$ cat src/rtl/mem_loader_if.sv
// Byte-stream in / RAM write-port out bundle for mem_loader.
interface mem_loader_if #(
  parameter int unsigned WIDTH = 8,
  parameter int unsigned DEPTH = 256
);
  localparam int unsigned ADDRW = $clog2(DEPTH);

  logic             start;
  logic [ADDRW-1:0] base_addr;
  logic [ADDRW:0]   len;
  logic             abort;
  logic             in_valid;
  logic [7:0]       in_data;
  logic             in_ready;
  logic             wr_en;
  logic [ADDRW-1:0] wr_addr;
  logic [WIDTH-1:0] wr_data;
  logic             busy;
  logic             done;

  // Requester side: issues loads and supplies the byte stream.
  modport master (
    output start, base_addr, len, abort, in_valid, in_data,
    input  in_ready, wr_en, wr_addr, wr_data, busy, done
  );

  // Loader side.
  modport slave (
    input  start, base_addr, len, abort, in_valid, in_data,
    output in_ready, wr_en, wr_addr, wr_data, busy, done
  );
endinterface

$ cat src/rtl/mem_loader.sv
// Assembles a little-endian byte stream into WIDTH-bit words and writes
// len consecutive RAM words starting at base_addr, wrapping modulo DEPTH.
module mem_loader #(
  parameter int unsigned WIDTH = 8,
  parameter int unsigned DEPTH = 256
) (
  input  logic         clk,
  input  logic         rst_n,
  mem_loader_if.slave  bus
);
  localparam int unsigned ADDRW  = $clog2(DEPTH);
  localparam int unsigned NBYTES = WIDTH / 8;
  localparam int unsigned IDXW   = (NBYTES > 1) ? $clog2(NBYTES) : 1;
  localparam logic [IDXW-1:0]  LAST_IDX  = IDXW'(NBYTES - 1);
  localparam logic [ADDRW-1:0] LAST_ADDR = ADDRW'(DEPTH - 1);
  localparam logic [ADDRW:0]   ONE_LEFT  = (ADDRW+1)'(1);

  typedef enum logic [1:0] {S_IDLE, S_COLLECT, S_WRITE, S_DONE} state_e;

  state_e           state_q, state_d;
  logic [IDXW-1:0]  idx_q, idx_d;
  logic [ADDRW-1:0] addr_q, addr_d;
  logic [ADDRW:0]   rem_q, rem_d;
  logic [WIDTH-1:0] asm_q, asm_d;
  logic [ADDRW-1:0] wr_addr_q, wr_addr_d;
  logic [WIDTH-1:0] wr_data_q, wr_data_d;
  logic             in_ready_q, in_ready_d;
  logic             wr_en_q, wr_en_d;
  logic             busy_q, busy_d;
  logic             done_q, done_d;
  logic             xfer_c;
  logic [WIDTH-1:0] merged_c;

  // Next-state and registered-output computation.
  always_comb begin
    state_d   = state_q;
    idx_d     = idx_q;
    addr_d    = addr_q;
    rem_d     = rem_q;
    asm_d     = asm_q;
    wr_addr_d = wr_addr_q;
    wr_data_d = wr_data_q;
    xfer_c    = in_ready_q & bus.in_valid & ~bus.abort;
    merged_c  = asm_q;
    merged_c[{idx_q, 3'b000} +: 8] = bus.in_data;

    case (state_q)
      S_IDLE: begin
        if (bus.start && !bus.abort) begin
          if (bus.len != '0) begin
            addr_d  = bus.base_addr;
            rem_d   = bus.len;
            idx_d   = '0;
            asm_d   = '0;
            state_d = S_COLLECT;
          end else begin
            state_d = S_DONE;
          end
        end
      end
      S_COLLECT: begin
        if (xfer_c) begin
          asm_d = merged_c;
          if (idx_q == LAST_IDX) begin
            idx_d     = '0;
            wr_addr_d = addr_q;
            wr_data_d = merged_c;
            state_d   = S_WRITE;
          end else begin
            idx_d = idx_q + 1'b1;
          end
        end
      end
      S_WRITE: begin
        rem_d = rem_q - 1'b1;
        if (rem_q == ONE_LEFT) begin
          state_d = S_DONE;
        end else begin
          addr_d  = (addr_q == LAST_ADDR) ? '0 : addr_q + 1'b1;
          state_d = S_COLLECT;
        end
      end
      S_DONE: state_d = S_IDLE;
      default: state_d = S_IDLE;
    endcase

    // Cancel wins over everything; a partial word is thrown away.
    if (bus.abort) begin
      state_d = S_IDLE;
      idx_d   = '0;
      asm_d   = '0;
    end

    in_ready_d = (state_d == S_COLLECT);
    wr_en_d    = (state_d == S_WRITE);
    busy_d     = (state_d != S_IDLE);
    done_d     = (state_d == S_DONE);
  end

  // State and output registers.
  always_ff @(posedge clk or negedge rst_n) begin
    if (!rst_n) begin
      state_q    <= S_IDLE;
      idx_q      <= '0;
      addr_q     <= '0;
      rem_q      <= '0;
      asm_q      <= '0;
      wr_addr_q  <= '0;
      wr_data_q  <= '0;
      in_ready_q <= 1'b0;
      wr_en_q    <= 1'b0;
      busy_q     <= 1'b0;
      done_q     <= 1'b0;
    end else begin
      state_q    <= state_d;
      idx_q      <= idx_d;
      addr_q     <= addr_d;
      rem_q      <= rem_d;
      asm_q      <= asm_d;
      wr_addr_q  <= wr_addr_d;
      wr_data_q  <= wr_data_d;
      in_ready_q <= in_ready_d;
      wr_en_q    <= wr_en_d;
      busy_q     <= busy_d;
      done_q     <= done_d;
    end
  end

  // Abort suppresses the handshake, write and done strobes in its own cycle.
  assign bus.in_ready = in_ready_q & ~bus.abort;
  assign bus.wr_en    = wr_en_q & ~bus.abort;
  assign bus.done     = done_q & ~bus.abort;
  assign bus.busy     = busy_q;
  assign bus.wr_addr  = wr_addr_q;
  assign bus.wr_data  = wr_data_q;
endmodule
$ cat src/flat_wrapper.sv
// flat-port wrapper written by rule: the top's interface ports become plain ports
module mem_loader_flat 
#(
  parameter int unsigned WIDTH = 8,
  parameter int unsigned DEPTH = 256
)
  (clk, rst_n, bus_start, bus_base_addr, bus_len, bus_abort, bus_in_valid, bus_in_data, bus_in_ready, bus_wr_en, bus_wr_addr, bus_wr_data, bus_busy, bus_done);
  mem_loader_if #(.WIDTH(WIDTH), .DEPTH(DEPTH)) bus_i ();
  input  logic clk;
  input  logic rst_n;
  input wire logic [$bits(bus_i.start)-1:0] bus_start;
  input wire logic [$bits(bus_i.base_addr)-1:0] bus_base_addr;
  input wire logic [$bits(bus_i.len)-1:0] bus_len;
  input wire logic [$bits(bus_i.abort)-1:0] bus_abort;
  input wire logic [$bits(bus_i.in_valid)-1:0] bus_in_valid;
  input wire logic [$bits(bus_i.in_data)-1:0] bus_in_data;
  output wire logic [$bits(bus_i.in_ready)-1:0] bus_in_ready;
  output wire logic [$bits(bus_i.wr_en)-1:0] bus_wr_en;
  output wire logic [$bits(bus_i.wr_addr)-1:0] bus_wr_addr;
  output wire logic [$bits(bus_i.wr_data)-1:0] bus_wr_data;
  output wire logic [$bits(bus_i.busy)-1:0] bus_busy;
  output wire logic [$bits(bus_i.done)-1:0] bus_done;
  assign bus_i.start = bus_start;
  assign bus_i.base_addr = bus_base_addr;
  assign bus_i.len = bus_len;
  assign bus_i.abort = bus_abort;
  assign bus_i.in_valid = bus_in_valid;
  assign bus_i.in_data = bus_in_data;
  assign bus_in_ready = bus_i.in_ready;
  assign bus_wr_en = bus_i.wr_en;
  assign bus_wr_addr = bus_i.wr_addr;
  assign bus_wr_data = bus_i.wr_data;
  assign bus_busy = bus_i.busy;
  assign bus_done = bus_i.done;
  mem_loader #(.WIDTH(WIDTH), .DEPTH(DEPTH)) u_core (.clk(clk), .rst_n(rst_n), .bus(bus_i));
endmodule
$ cat config.mk
export PLATFORM = sky130hd
export DESIGN_NAME = mem_loader_flat
export DESIGN_NICKNAME = d
export VERILOG_FILES = /design/src/rtl/mem_loader_if.sv /design/src/rtl/mem_loader.sv /design/src/flat_wrapper.sv
export SDC_FILE = /design/constraint.sdc
export NUM_CORES = 1
export LEC_CHECK = 0
export ABC_AREA = 1
export BUFFER_PORTS_ARGS = -buffer_cell sky130_fd_sc_hd__clkbuf_2
export CORE_AREA = 2 2 67 69
export DETAILED_ROUTE_END_ITERATION = 8
export DIE_AREA = 0 0 69 71
export PLACE_DENSITY = 0.79
export SLEW_MARGIN = 20
export SYNTH_ARGS = -nofsm -noshare
export SYNTH_HDL_FRONTEND = slang
export SYNTH_SLANG_ARGS = --single-unit
$ cat constraint.sdc
create_clock -name clk -period 1.9 [get_ports clk]
set_clock_uncertainty 0.15 [all_clocks]
set_input_delay 0.285 -clock clk [delete_from_list [all_inputs] [get_ports clk]]
set_output_delay 0.285 -clock clk [all_outputs]
set_load 0.02 [all_outputs]
### Word level (Yosys, flattened, before mapping)

Cells that the tools add are included.

| storage, ports and cells | value |
|---|---|
| register bits | 48 |
| bits in latches | 0 |
| memory bits (writable) | 0 |
| bits in read-only memories | 0 |
| output and inout port bits | 20 |
| logic and storage cells | 76 |
| memories | 0 |

| operators by class | value |
|---|---|
| add/sub/neg operators | 4 |
| $mul | 0 |
| div/mod/pow operators | 0 |
| order comparisons | 0 |
| eq/ne operators | 14 |
| shift-type cells | 2 |
| mux-type cells | 27 |
| bitwise gates (word level) | 7 |
| reduce and logical (&&, ||, !) cells | 11 |

Operators with widths:

| kind | count |
|---|---|
| 2-to-1 mux 8 bit | 8 |
| case mux 8 bit (2 select lines) | 2 |
| 2-to-1 mux 9 bit | 2 |
| case mux 9 bit (2 select lines) | 1 |
| 2-to-1 mux 2 bit | 6 |
| equality test 9 x 1 -> 1 bit, second input constant | 1 |
| inequality test 3 x 2 -> 1 bit, second input constant | 3 |
| nonzero test 9 bit | 1 |
| subtractor 9 x 1 -> 9 bit, second input constant | 1 |
| adder 8 x 1 -> 8 bit, second input constant | 1 |
| bitwise mux 8 bit | 1 |
| equality test 2 bit, second input constant | 4 |
| equality test 8 bit, second input constant | 1 |
| case mux 2 bit (4 select lines) | 1 |
| AND reduction 4 bit | 2 |
| variable shift 8 x 6 -> 8 bit, first input constant | 1 |
| indexed part select 8 x 6 -> 8 bit | 1 |
| negation 4 -> 6 bit | 1 |
| AND reduction 3 bit | 2 |
| AND 1 bit | 5 |
| 2-to-1 mux 1 bit | 5 |
| equality test 2 x 1 -> 1 bit, second input constant | 2 |
| inequality test 2 x 1 -> 1 bit, second input constant | 2 |
| nonzero test 2 bit | 2 |
| 8 further kinds | 9 |

### Logic depth before layout (Yosys ltp)

| logic depth | value |
|---|---|
| depth in word-level cells | 6 |
| mapped depth | 10 |
| mapped depth without buffers | 10 |

### Least setup slack after synthesis

Ideal clock, no wire load.

| timing path | value |
|---|---|
| kind | reg2reg |
| start | register u_core.rem_q[0] |
| end | register u_core.rem_q[8] |
| library setup time | 116 ps |
| data arrival time | 1331 ps |
| data required time | 1634 ps |
| setup slack | 303 ps |
| cell stages (with the launch flop) | 10 |
| path through | dfrtp_1 inv_1 ha_1 inv_1 nor3_1 nand2_1 nand3_1 nand3_1 nand2_1 nand2_1 |

| between the ends | value |
|---|---|
| longest elaborated chain between the ends | 2 |

RTL lines:

| element | line | text |
|---|---|---|
| start: declaration | mem_loader.sv:23 | `logic [ADDRW:0] rem_q, rem_d;` |
| start signal: assignment | mem_loader.sv:118 | `rem_q <= rem_d;` |
| subtractor 9 x 1 -> 9 bit | mem_loader.sv:75 | `rem_d = rem_q - 1'b1;` |
| case mux 9 bit (2 select lines) | mem_loader.sv:47 | `case (state_q)` |

Every way passes these cells.
A chain may end at the register's enable or synchronous reset.

### Worst setup path in the final report

Ends and elaborated chain as after synthesis.

==> impl_metrics.yaml <==
power:
  leakagePower_nw: 1.50
  peakVddDrop_uv: 345
  p_per_area_nw_per_um2: 916
flow_run:
  maxCapViolCount: 0
finish:
  antenna_cells: 0
  area_delta_synth_final_pct: 18.5
  final_area_um2: 2610
  nNetsFinal: 388
  final_cells: 408
  drive_above_1_share: 0.247
timing:
  rsz0062_at_grt: "false"
  timing.final.ws_setup_ns: 0.195
  period_needed_ns: 1.71
  setup_violations: 0
  hold_viol_final: 0
  max_freq_ghz: 0.586
  finalCritPeriodShare: 0.897
  hold_slack_ns: 0.0369
  tightestPinTransition_ns: 0.519
  max-slew-margin-rel: 0.654
  slew_violations: 0
  final.setup.tns_ns: 0
placement:
  io_buffers: 49
  gp_congestion: 0.924
  dp.cells: 399
  hpwl_mm: 3.47
  pre_cts_ws_ns: 0.251
  place_area_um2: 2490
grt:
  grt_pass1_wl_mm: 8.14
  antenna_found_initial: 0
  grt_start_max_net_pins: 22
  grt_overflow: 0
  grt_pass1_vias: 1914
  track_usage: 0.203
cts:
  clockRootBuffer: "clkbuf_8"
  cts.sinks: 39
  htreeDepth: 2
  cts_buffers: 5
  clk_latency_ns: 0.29
  cts_tree: "yes"
  cts_hold_buf: 1
  postCtsSetupRepairBufs: 0
  cts_buffer_depth: 2
  cts_resized: 0
  clk_pin_slew_ns: 0.08
logic_synthesis:
  netlist_instances: 301
  synth_area_leaders: "dfrtp_1, nand2_1, inv_1, nand3_1, nor2_1"
  synth_top_area_cell: "dfrtp_1"
  netlist_area_um2: 2210
  synthesis.nets: 334
  synth_warnings: 0
  synth_top_area_share: 0.442
  ys_seq_area_frac: 0.442
  synth_seq_cells: 39
  syn_area_per_cell_um2: 7.33
  synth.distinct_cells: 27
floorplanning:
  dieArea_um2: 4900
  start_util: 0.525
  io_pins: 50
  core_area_um2: 4200
  placementRows: 24
  die_h_um: 71
  die_x_um: 69
setup_path:
  critPathTopFamily: "simple AND/OR/NAND/NOR gates"
  max_stage_delay_ns: 0.40
  cpMostUsedCell: "nand2_1"
  worstPathCellList: "inv_1 -> ha_1 -> inv_1 -> nor3_1 -> buf_4 -> nand2_1 -> nand3_1 -> nand3_1 -> nand2_1 -> nand2_1"
  cp-end-kind: "flop"
  cp.buffers_inverters: 3
  crit_path_start_kind: "flop"
  critPathRequiredTime_ns: 1.93
  cp_slowest_cell: "dfrtp_1"
  critPathMaxFanout: 5
  worstSetupPathType: "flop to flop"
  crit_arrival_ns: 1.73
worst_hold_path:
  hp-class: "input port to flop"
detailed_routing:
  routed_wl_mm: 4.61
  wl_per_cell_um: 11.3
  drtPass1Iterations: 4
  drt-vias-per-instance: 4.89
  drt_first_iter_violations: 84
  drtAntennaViolNets: 0
  via_count: 1994
  drc: 0
outcome:
  status: "finished clean"
-- logic make-up after synthesis --
family | Yosys count | share of synthesized area
compound gates | 24 | 0.0618
xor+xnor | 1 | 0.00397
buf+inv | 43 | 0.0953
fa+ha+maj | 3 | 0.0170
simple gates | 191 | 0.379
flops | 39 | 0.442
-- worst register-to-register path, delay by kind of cell (launching register included) --
family	cells	cell delay, ns
simple gates	6	0.45
flops	1	0.40
buf+inv	3	0.38
fa+ha+maj	1	0.22
-- area by class of cell --
class                      instances  area, um2
sequential                        39        976
inverter                          36        143
fill                             383       1590
clock inverter                     3       43.8
multi-input combinational        219       1020
clock buffer                       5       68.8
tap                               52       65.1
timing repair buffer              54        298
-- power breakdown --
group          internal (W)  total [W]  switching (W)
sequential         0.000974    0.00109       0.000120
clock              0.000391   0.000690       0.000299
combinational      0.000218   0.000610       0.000391
total               0.00158    0.00239       0.000810
-- stage by stage --
stage	total power, W	util
after detailed placement	0.00172	0.593
after floorplan	0.00151	-
final	0.00239	0.622
after CTS	0.00241	0.622
after global placement	0.00170	0.593
after global routing	0.00253	0.622
-- placed cells by master, fill, tap and decap left out, types with 5 or more instances in the layout --
cell / n
dfrtp_1: 39
inv_1: 33
nand3_1: 19
clkbuf_8: 5
nand2_2: 7
nor2_1: 24
clkbuf_2: 49
o21ai_0: 16
nor2_2: 6
nand2_1: 124
-- final timing paths --
check / slack (ns) / cells past startpoint / end / from
max: 0.19 / 10 / u_core.rem_q[8] / u_core.rem_q[0]
min in group asynchronous: 0.35 / 2 / u_core.bus.busy / rst_n
max in group asynchronous: 0.76 / 3 / u_core.addr_q[2] / rst_n
min: 0.04 / 3 / u_core.bus.wr_data[7] / bus_in_data[7]
min reg2reg: 0.32 / 2 / u_core.rem_q[7] / u_core.rem_q[7]
max reg2reg: 0.19 / 10 / u_core.rem_q[8] / u_core.rem_q[0]
-- per-layer routing --
| metal | vias up | track usage | wire length [um] |
|---|---|---|---|
| li1 | 1035 | - | - |
| met1 | 895 | 0.263 | 2120 |
| met2 | 56 | 0.335 | 2190 |
| met3 | 8 | 0.0342 | 209 |
| met4 | 0 | 0.0915 | 89 |
| met5 | - | 0 | 0 |
-- Yosys cell counts, drive strengths merged --
cell	instances
dfrtp	39
nand4	3
nor3	2
nand3	21
buf	7
a21oi	1
o21ai	22
inv	36
xor2	1
a31oi	1
ha	3
nand2	133
nor2	32
-- state kept, by name, indices dropped and copies added, names as in the netlist --
register,flops
u_core.rem_q,9
u_core.addr_q,8
u_core.bus.wr_addr,8
u_core.bus.wr_data,8
u_core.state_q,2
u_core.bus.busy,1
u_core.done_q,1
u_core.in_ready_q,1
u_core.wr_en_q,1
(Power assumes the default switching activity.)
